[config.mk]
export PLATFORM = sky130hd
export DESIGN_NAME = fetch_sequencer
export DESIGN_NICKNAME = d
export VERILOG_FILES = /design/src/rtl/fetch_pkg.sv /design/src/rtl/next_pc_calc.sv /design/src/rtl/fetch_sequencer.sv
export SDC_FILE = /design/constraint.sdc
export NUM_CORES = 1
export LEC_CHECK = 0
export CAP_MARGIN = 20
export CORE_MARGIN = 3
export CORE_UTILIZATION = 51
export DETAILED_ROUTE_END_ITERATION = 10
export PLACE_DENSITY = 0.87
export RECOVER_POWER = 50
export SYNTH_ARGS = -nofsm -noshare
export SYNTH_HDL_FRONTEND = slang
export SYNTH_SLANG_ARGS = --single-unit
[constraint.sdc]
create_clock -name clock -period 10 [get_ports clock]
set_input_delay 1 -clock clock [delete_from_list [all_inputs] [get_ports clock]]
set_output_delay 1 -clock clock [all_outputs]
set_load 0.1 [all_outputs]
[src/rtl/fetch_pkg.sv]
// Shared types and constants for the fetch sequencer and its next-PC logic.
package fetch_pkg;

    typedef enum logic [1:0] {
        ST_FETCH  = 2'd0,
        ST_WAIT   = 2'd1,
        ST_ISSUE  = 2'd2,
        ST_HALTED = 2'd3
    } fetch_state_t;

    localparam logic [1:0] PC_SEQ = 2'd0;
    localparam logic [1:0] PC_BR  = 2'd1;
    localparam logic [1:0] PC_J   = 2'd2;
    localparam logic [1:0] PC_JR  = 2'd3;

    localparam int unsigned DEFAULT_ADDR_W   = 32;
    localparam logic [31:0] DEFAULT_RESET_PC = 32'h0000_0000;
    localparam int unsigned DEFAULT_TIMEOUT  = 15;

endpackage

[src/rtl/next_pc_calc.sv]
// Combinational next-PC selection: sequential, conditional branch, jump, jump-register.
// ADDR_W must exceed 26 so the jump keeps at least one upper PC bit.
module next_pc_calc
    import fetch_pkg::*;
#(
    parameter int unsigned ADDR_W = DEFAULT_ADDR_W
) (
    input  logic [ADDR_W-1:0] pc,
    input  logic [1:0]        pc_sel,
    input  logic              zero,
    input  logic [15:0]       br_off,
    input  logic [25:0]       j_target,
    input  logic [ADDR_W-1:0] jr_addr,
    output logic [ADDR_W-1:0] next_pc
);

    logic [ADDR_W-1:0] p1;
    logic [ADDR_W-1:0] br_ext;

    assign p1     = pc + ADDR_W'(1);
    assign br_ext = {{(ADDR_W-16){br_off[15]}}, br_off};

    always_comb begin
        next_pc = p1;
        case (pc_sel)
            PC_SEQ:  next_pc = p1;
            PC_BR:   next_pc = zero ? (p1 + br_ext) : p1;
            // Jump keeps the region bits of the incremented PC, not of the current one.
            PC_J:    next_pc = {p1[ADDR_W-1:26], j_target};
            PC_JR:   next_pc = jr_addr;
            default: next_pc = p1;
        endcase
    end

endmodule

[src/rtl/fetch_sequencer.sv]
// Fetch/issue/PC-update controller: owns the PC, runs the instruction-memory
// handshake and holds each fetched word until the datapath retires it.
//
// state  | meaning
// FETCH  | start a request for pc; imem_req rises on the next edge
// WAIT   | imem_req high, waiting for imem_ack or the fetch timeout
// ISSUE  | instr_valid high, waiting for exec_done to retire and step pc
// HALTED | pc frozen; resume restarts fetching unless fetch_err is set
module fetch_sequencer
    import fetch_pkg::*;
#(
    parameter int unsigned       ADDR_W   = DEFAULT_ADDR_W,
    parameter logic [ADDR_W-1:0] RESET_PC = ADDR_W'(DEFAULT_RESET_PC),
    parameter int unsigned       TIMEOUT  = DEFAULT_TIMEOUT
) (
    input  logic              clock,
    input  logic              reset,
    output logic              imem_req,
    output logic [ADDR_W-1:0] imem_addr,
    input  logic              imem_ack,
    input  logic [31:0]       imem_rdata,
    output logic [31:0]       instr,
    output logic              instr_valid,
    input  logic              exec_done,
    input  logic [1:0]        pc_sel,
    input  logic              zero,
    input  logic [15:0]       br_off,
    input  logic [25:0]       j_target,
    input  logic [ADDR_W-1:0] jr_addr,
    input  logic              halt,
    input  logic              resume,
    output logic [ADDR_W-1:0] pc,
    output logic              halted,
    output logic              fetch_err,
    output logic [31:0]       retired
);

    localparam int unsigned      TMO_W    = $clog2(TIMEOUT + 1);
    localparam logic [TMO_W-1:0] TMO_LAST = TMO_W'(TIMEOUT - 1);

    fetch_state_t      state;
    fetch_state_t      state_nxt;
    logic [TMO_W-1:0]  tmo_cnt;
    logic [ADDR_W-1:0] pc_nxt;
    logic              take_ack;
    logic              tmo_hit;
    logic              retire;

    next_pc_calc #(
        .ADDR_W (ADDR_W)
    ) u_next_pc (
        .pc       (pc),
        .pc_sel   (pc_sel),
        .zero     (zero),
        .br_off   (br_off),
        .j_target (j_target),
        .jr_addr  (jr_addr),
        .next_pc  (pc_nxt)
    );

    // An ack on the last allowed WAIT cycle still wins over the timeout.
    assign take_ack = (state == ST_WAIT) && imem_ack;
    assign tmo_hit  = (state == ST_WAIT) && !imem_ack && (tmo_cnt == TMO_LAST);
    assign retire   = (state == ST_ISSUE) && exec_done;

    always_ff @(posedge clock or negedge reset) begin
        if (!reset) begin
            state <= ST_FETCH;
        end else begin
            state <= state_nxt;
        end
    end

    always_comb begin
        state_nxt = state;
        case (state)
            ST_FETCH: begin
                state_nxt = ST_WAIT;
            end
            ST_WAIT: begin
                if (take_ack) begin
                    state_nxt = ST_ISSUE;
                end else if (tmo_hit) begin
                    state_nxt = ST_HALTED;
                end
            end
            ST_ISSUE: begin
                if (retire) begin
                    state_nxt = halt ? ST_HALTED : ST_FETCH;
                end
            end
            ST_HALTED: begin
                if (resume && !fetch_err) begin
                    state_nxt = ST_FETCH;
                end
            end
            default: begin
                state_nxt = ST_FETCH;
            end
        endcase
    end

    always_ff @(posedge clock or negedge reset) begin
        if (!reset) begin
            pc          <= RESET_PC;
            imem_req    <= 1'b0;
            tmo_cnt     <= '0;
            instr       <= 32'h0;
            instr_valid <= 1'b0;
            fetch_err   <= 1'b0;
            retired     <= 32'h0;
        end else begin
            if (state == ST_FETCH) begin
                imem_req <= 1'b1;
                tmo_cnt  <= '0;
            end else if (state == ST_WAIT && !imem_ack) begin
                tmo_cnt <= tmo_cnt + TMO_W'(1);
            end

            if (take_ack || tmo_hit) begin
                imem_req <= 1'b0;
            end

            if (take_ack) begin
                instr       <= imem_rdata;
                instr_valid <= 1'b1;
            end

            if (tmo_hit) begin
                fetch_err <= 1'b1;
            end

            if (retire) begin
                instr_valid <= 1'b0;
                retired     <= retired + 32'd1;
                pc          <= pc_nxt;
            end
        end
    end

    assign imem_addr = pc;
    assign halted    = (state == ST_HALTED);

endmodule

# [Word-level counts from Yosys, hierarchy flattened]
# Index checks and enable logic that the tools add are counted.
[classes] reduce_logical=14 add_sub_neg=4 n_mux=14 eq_ne=10
[op_table] operator="32-bit case mux with 4 select lines" n=1
[op_table] operator="32-bit by 1-bit adder with 32-bit output, second input constant" n=2
[op_table] operator="32-bit adder" n=1
[op_table] operator="32-bit 2-to-1 mux" n=1
[op_table] operator="2-bit 2-to-1 mux" n=5
[op_table] operator="2-bit == test, second input constant" n=4
[op_table] operator="4-bit 2-to-1 mux" n=2
[op_table] operator="2-bit case mux with 4 select lines" n=1
[op_table] operator="2-bit nonzero test" n=3
[op_table] operator="1-bit logical AND" n=5
[op_table] operator="4-bit by 1-bit adder with 4-bit output, second input constant" n=1
[op_table] operator="2-bit by 1-bit == test with 1-bit output, second input constant" n=2
[op_table] operator="4-bit == test, second input constant" n=1
[op_table] operator="2-bit logical NOT" n=2
[op_table] operator="1-bit 2-to-1 mux" n=4
[op_table] operator="3-bit inequality test, second input constant" n=1
[op_table] operator="3-bit AND reduction" n=1
[op_table] operator="1-bit logical NOT" n=2
[op_table] operator="2-bit by 1-bit inequality test with 1-bit output, second input constant" n=1
[op_table] operator="2-bit inequality test, second input constant" n=1
[op_table] operator="1-bit logical OR" n=1
[word_totals] word_cells=50 register_bits=105 out_inout_bits=132 in_bits=115

# [Longest topological paths before layout]
[depth] depth_word=6 depth_mapped=18 depth_no_buf=16

# [By module]
# A second synthesis with hierarchy kept.
[hier_totals] cells_unflattened=893 area_unflattened_um2=7873.8
[by_module_without_submodules] mod="fetch_sequencer" instances=1 seq_area_each_um2=2627.5 area_each_um2=4586.9 cells_per_inst=420
[by_module_without_submodules] mod="next_pc_calc" instances=1 seq_area_each_um2=0.0 area_each_um2=3286.9 cells_per_inst=473

# [Least setup slack after synthesis]
# OpenSTA, ideal clock, no wires.
[synth_path] path_kind="reg2reg" from="reg pc[4], in the netlist imem_addr[4]" to="reg pc[30], in the netlist imem_addr[30]" path_slack_ps=5403 required_ps=9913 stages_incl_launch_ff=19 setup_time_ps=87 period_less_slack_ps=4597 path_buffers=3 arrival_ps=4509 path_cell_list="dfrtp_1 > clkbuf_1 > nand3_1 > nor4_2 > and2_1 > and4_1 > buf_2 > xor2_1 > ha_1 > clkbuf_1 > a21o_1 > a21o_1 > a21o_1 > o21ai_0 > a21bo_1 > o41ai_1 > nand3b_1 > o31a_1 > o211ai_1"
[synth_via] elab_chain_len=4
[synth_rtl] element="from (decl)" line_no="fetch_sequencer.sv:32" source="output logic [ADDR_W-1:0] pc,"
[synth_rtl] element="from (signal assigned)" line_no="fetch_sequencer.sv:136" source="pc <= pc_nxt;"
[synth_rtl] element="32-bit by 1-bit adder with 32-bit output (*)" line_no="next_pc_calc.sv:20" source="assign p1 = pc + ADDR_W'(1);"
[synth_rtl] element="32-bit adder" line_no="next_pc_calc.sv:27" source="PC_BR: next_pc = zero ? (p1 + br_ext) : p1;"
[synth_rtl] element="32-bit 2-to-1 mux" line_no="next_pc_calc.sv:27"
[synth_rtl] element="32-bit case mux with 4 select lines (*)" line_no="next_pc_calc.sv:25" source="case (pc_sel)"
# Every way passes the cells marked *; elsewhere a longest branch is shown, timed or not.
# A chain may end at the register's enable or synchronous reset.

==> flow_summary.ini <==
[yosys]
syn_inst = 889
ys_seq_elements = 105
synth_ff_type = dfrtp_1
synth_top_family_by_area = simple AND/OR/NAND/NOR gates
avgSynthCellArea_sq_um = 8.63
yosys.area_share.adder = 0.0728
synth_fp_nets = 1048
synthSimpleGateAreaFrac = 0.210
synth-xor-area-share = 0.0971
ys_warn_count = 0
syn_area_sq_um = 7670
synth_mux_area_frac = 0.0512
synth_async_sr_flop_share = 1.00
yosysUniqueCellTypes = 68
synth_edf_count = 0
synth-compound-area-share = 0.170
seq_area_frac_synth = 0.343

[clock_tree]
root_buffer = clkbuf_16
clock-sinks = 105
holdBufCountCts = 0
post_cts_buffers = 0
clockBufferDepth = 2
tritoncts = yes
path_clk_slew_ns = 0.08
htreeDepth = 3
cts_resized = 0
cts_buffers = 9
clock_latency_ns = 0.35

[outcome]
violations = capacitance limit, slew limit
outcome = finished, violations left

[worst_setup_path]
cp_max_fo = 54
end_kind = async pin
crit_arrival_ns = 5.31
path_buf_inv = 2
critical_path_class = in2async
critical_path.max_stage_delay_ns = 2.18
crit_top_cell = clkbuf_1
worstReg2RegStart = imem_addr[1]
path_delay_family = buffers and inverters
crit_start = reset
cp_cell_sequence = clkbuf_1, clkbuf_1
cp-start-kind = input pin
cp_slowest_cell = clkbuf_1
cp.required_ns = 9.84

[finish]
mostFrequentLayoutCells = clkdlybuf4s50_1 (210), nand2_1 (179), dfrtp_1 (105)
fin_nets = 1241
layout-drive-gt1-share = 0.0552
syn_to_final_growth_pct = 34.2
final_common_cell = clkdlybuf4s50_1
n_antenna_cell = 0

[sta]
fin_worst_skew_ns = 0.0105
setup_tns_ns = 0
fin_crit_sh = 0.547
fmax_mhz = 183
relSlewSlack = -1.00
slew_violations = 158
rsz0062_at_grt = no
finalCriticalPeriod_ns = 5.47
worst_slew_pin_slew_ns = 3.01
setup-violations-final = 0
hold_violations = 0

[floorplanning]
std_cell_rows = 44
core-area_sq_um = 14600
die_x_um = 129
ios = 247
initial_utilization = 0.524
die-area_sq_um = 16500
die_h_um = 129

[route]
ant_nets = 0
routed_wl_um = 23000
drc = 0
via_per_inst = 5.81
drt_iter0_drc = 630
wire_per_inst_um = 18.1
first_pass_iters = 6
route.vias.total = 7379

[grt]
antenna_found_initial = 0
met3_usage = 0.0369
grtUsageMet2 = 0.454
grt_pass1_vias = 7045
grt_max_degree = 55
top_usage_layer = met2
grt_overflow = 0
met1_usage = 0.370
grt_pass1_wl_um = 36600
grt.total_usage = 0.273

[place]
portBuffers = 246
dp_hpwl_um = 17000
gp_congestion = 0.908

[worst_hold_path]
hold_class = reg2reg
min-delay-start = instr[28]

[flow_run]
max_cap_violations = 3
==> final timing paths <==
kind	to	slack, ns	cells past startpoint
max	imem_addr[15]	4.53	2
min	instr[28]	0.47	2
max reg2reg	imem_addr[21]	5.50	16
min reg2reg	instr[28]	0.47	2
max in group clock	imem_addr[21]	5.50	16
min in group asynchronous	instr[8]	1.62	1
==> logic make-up after synthesis <==
logic type	after synthesis
muxes	35
adders and majority gates	44
DFF	105
buffers and inverters	84
AOI/OAI and AO/OA	186
and+or+nand+nor	350
xor gates and xnor gates	85
==> cell usage after synthesis (3+ instances only) <==
master	instances	area (sq um)
a211oi_1	6	45.0
a21o_1	18	135
a21oi_1	33	165
a221oi_1	9	78.8
a222oi_1	11	110
a22o_1	4	35.0
a31oi_1	4	25.0
a32oi_1	3	26.3
and2_1	7	43.8
and3_1	20	125
and4_1	6	52.6
buf_1	6	22.5
buf_4	32	240
clkbuf_1	31	116
dfrtp_1	105	2630
ha_1	43	538
inv_1	13	48.8
mux2_2	24	270
mux2i_1	10	100
nand2_1	179	672
nand2b_1	4	25.0
nand3_1	24	120
nand3b_1	3	22.5
nand4_1	21	131
nor2_1	55	206
nor2b_1	10	62.6
nor3_1	10	50.1
o211ai_1	5	37.5
o21a_1	5	37.5
o21ai_0	36	180
o21ai_1	14	70.1
o31ai_1	4	30.0
o41ai_1	3	26.3
or2_2	3	18.8
xnor2_1	58	508
xor2_1	27	236
==> layout make-up <==
| type | count | area, sq um |
|---|---|---|
| clock buffer | 10 | 229 |
| sequential | 105 | 2630 |
| inverter | 14 | 52.6 |
| multi-input combinational | 700 | 4610 |
| timing repair buffer | 252 | 2480 |
| fill | 1110 | 4350 |
| clock inverter | 6 | 61.3 |
| tap | 184 | 230 |
==> flip-flops by register name, indices dropped and copies added (netlist names) <==
register	cells
fetch_err	1
state	2
imem_addr	32
imem_req	1
tmo_cnt	4
instr	32
retired	32
instr_valid	1
==> worst min-delay path: cells and delay by family (launching register included) <==
family        cells  cell delay [ns]
flops             1             0.34
simple gates      2             0.10
==> layer usage <==
layer | vias up | part of all wire
met5 | - | 0
met4 | 0 | 0.023
met3 | 43 | 0.060
met2 | 290 | 0.49
met1 | 3524 | 0.42
li1 | 3522 | -
==> per-stage QoR <==
stage                     area (sq um)  instances  worst slack, ns   util  hold WS [ns]
after global placement           10000       1255             5.54  0.684         0.457
after floorplan                   7670        889             5.40      -         0.518
after global routing             10300       1271             3.54  0.703         0.487
final                            10300       1271             4.53  0.703         0.471
after detailed placement         10000       1255             5.44  0.684         0.461
after CTS                        10300       1271             5.62  0.704         0.480
Power is left out: the tool's default activity adds up to more than one toggle a clock period on the data nets, which glitch-free logic cannot reach.
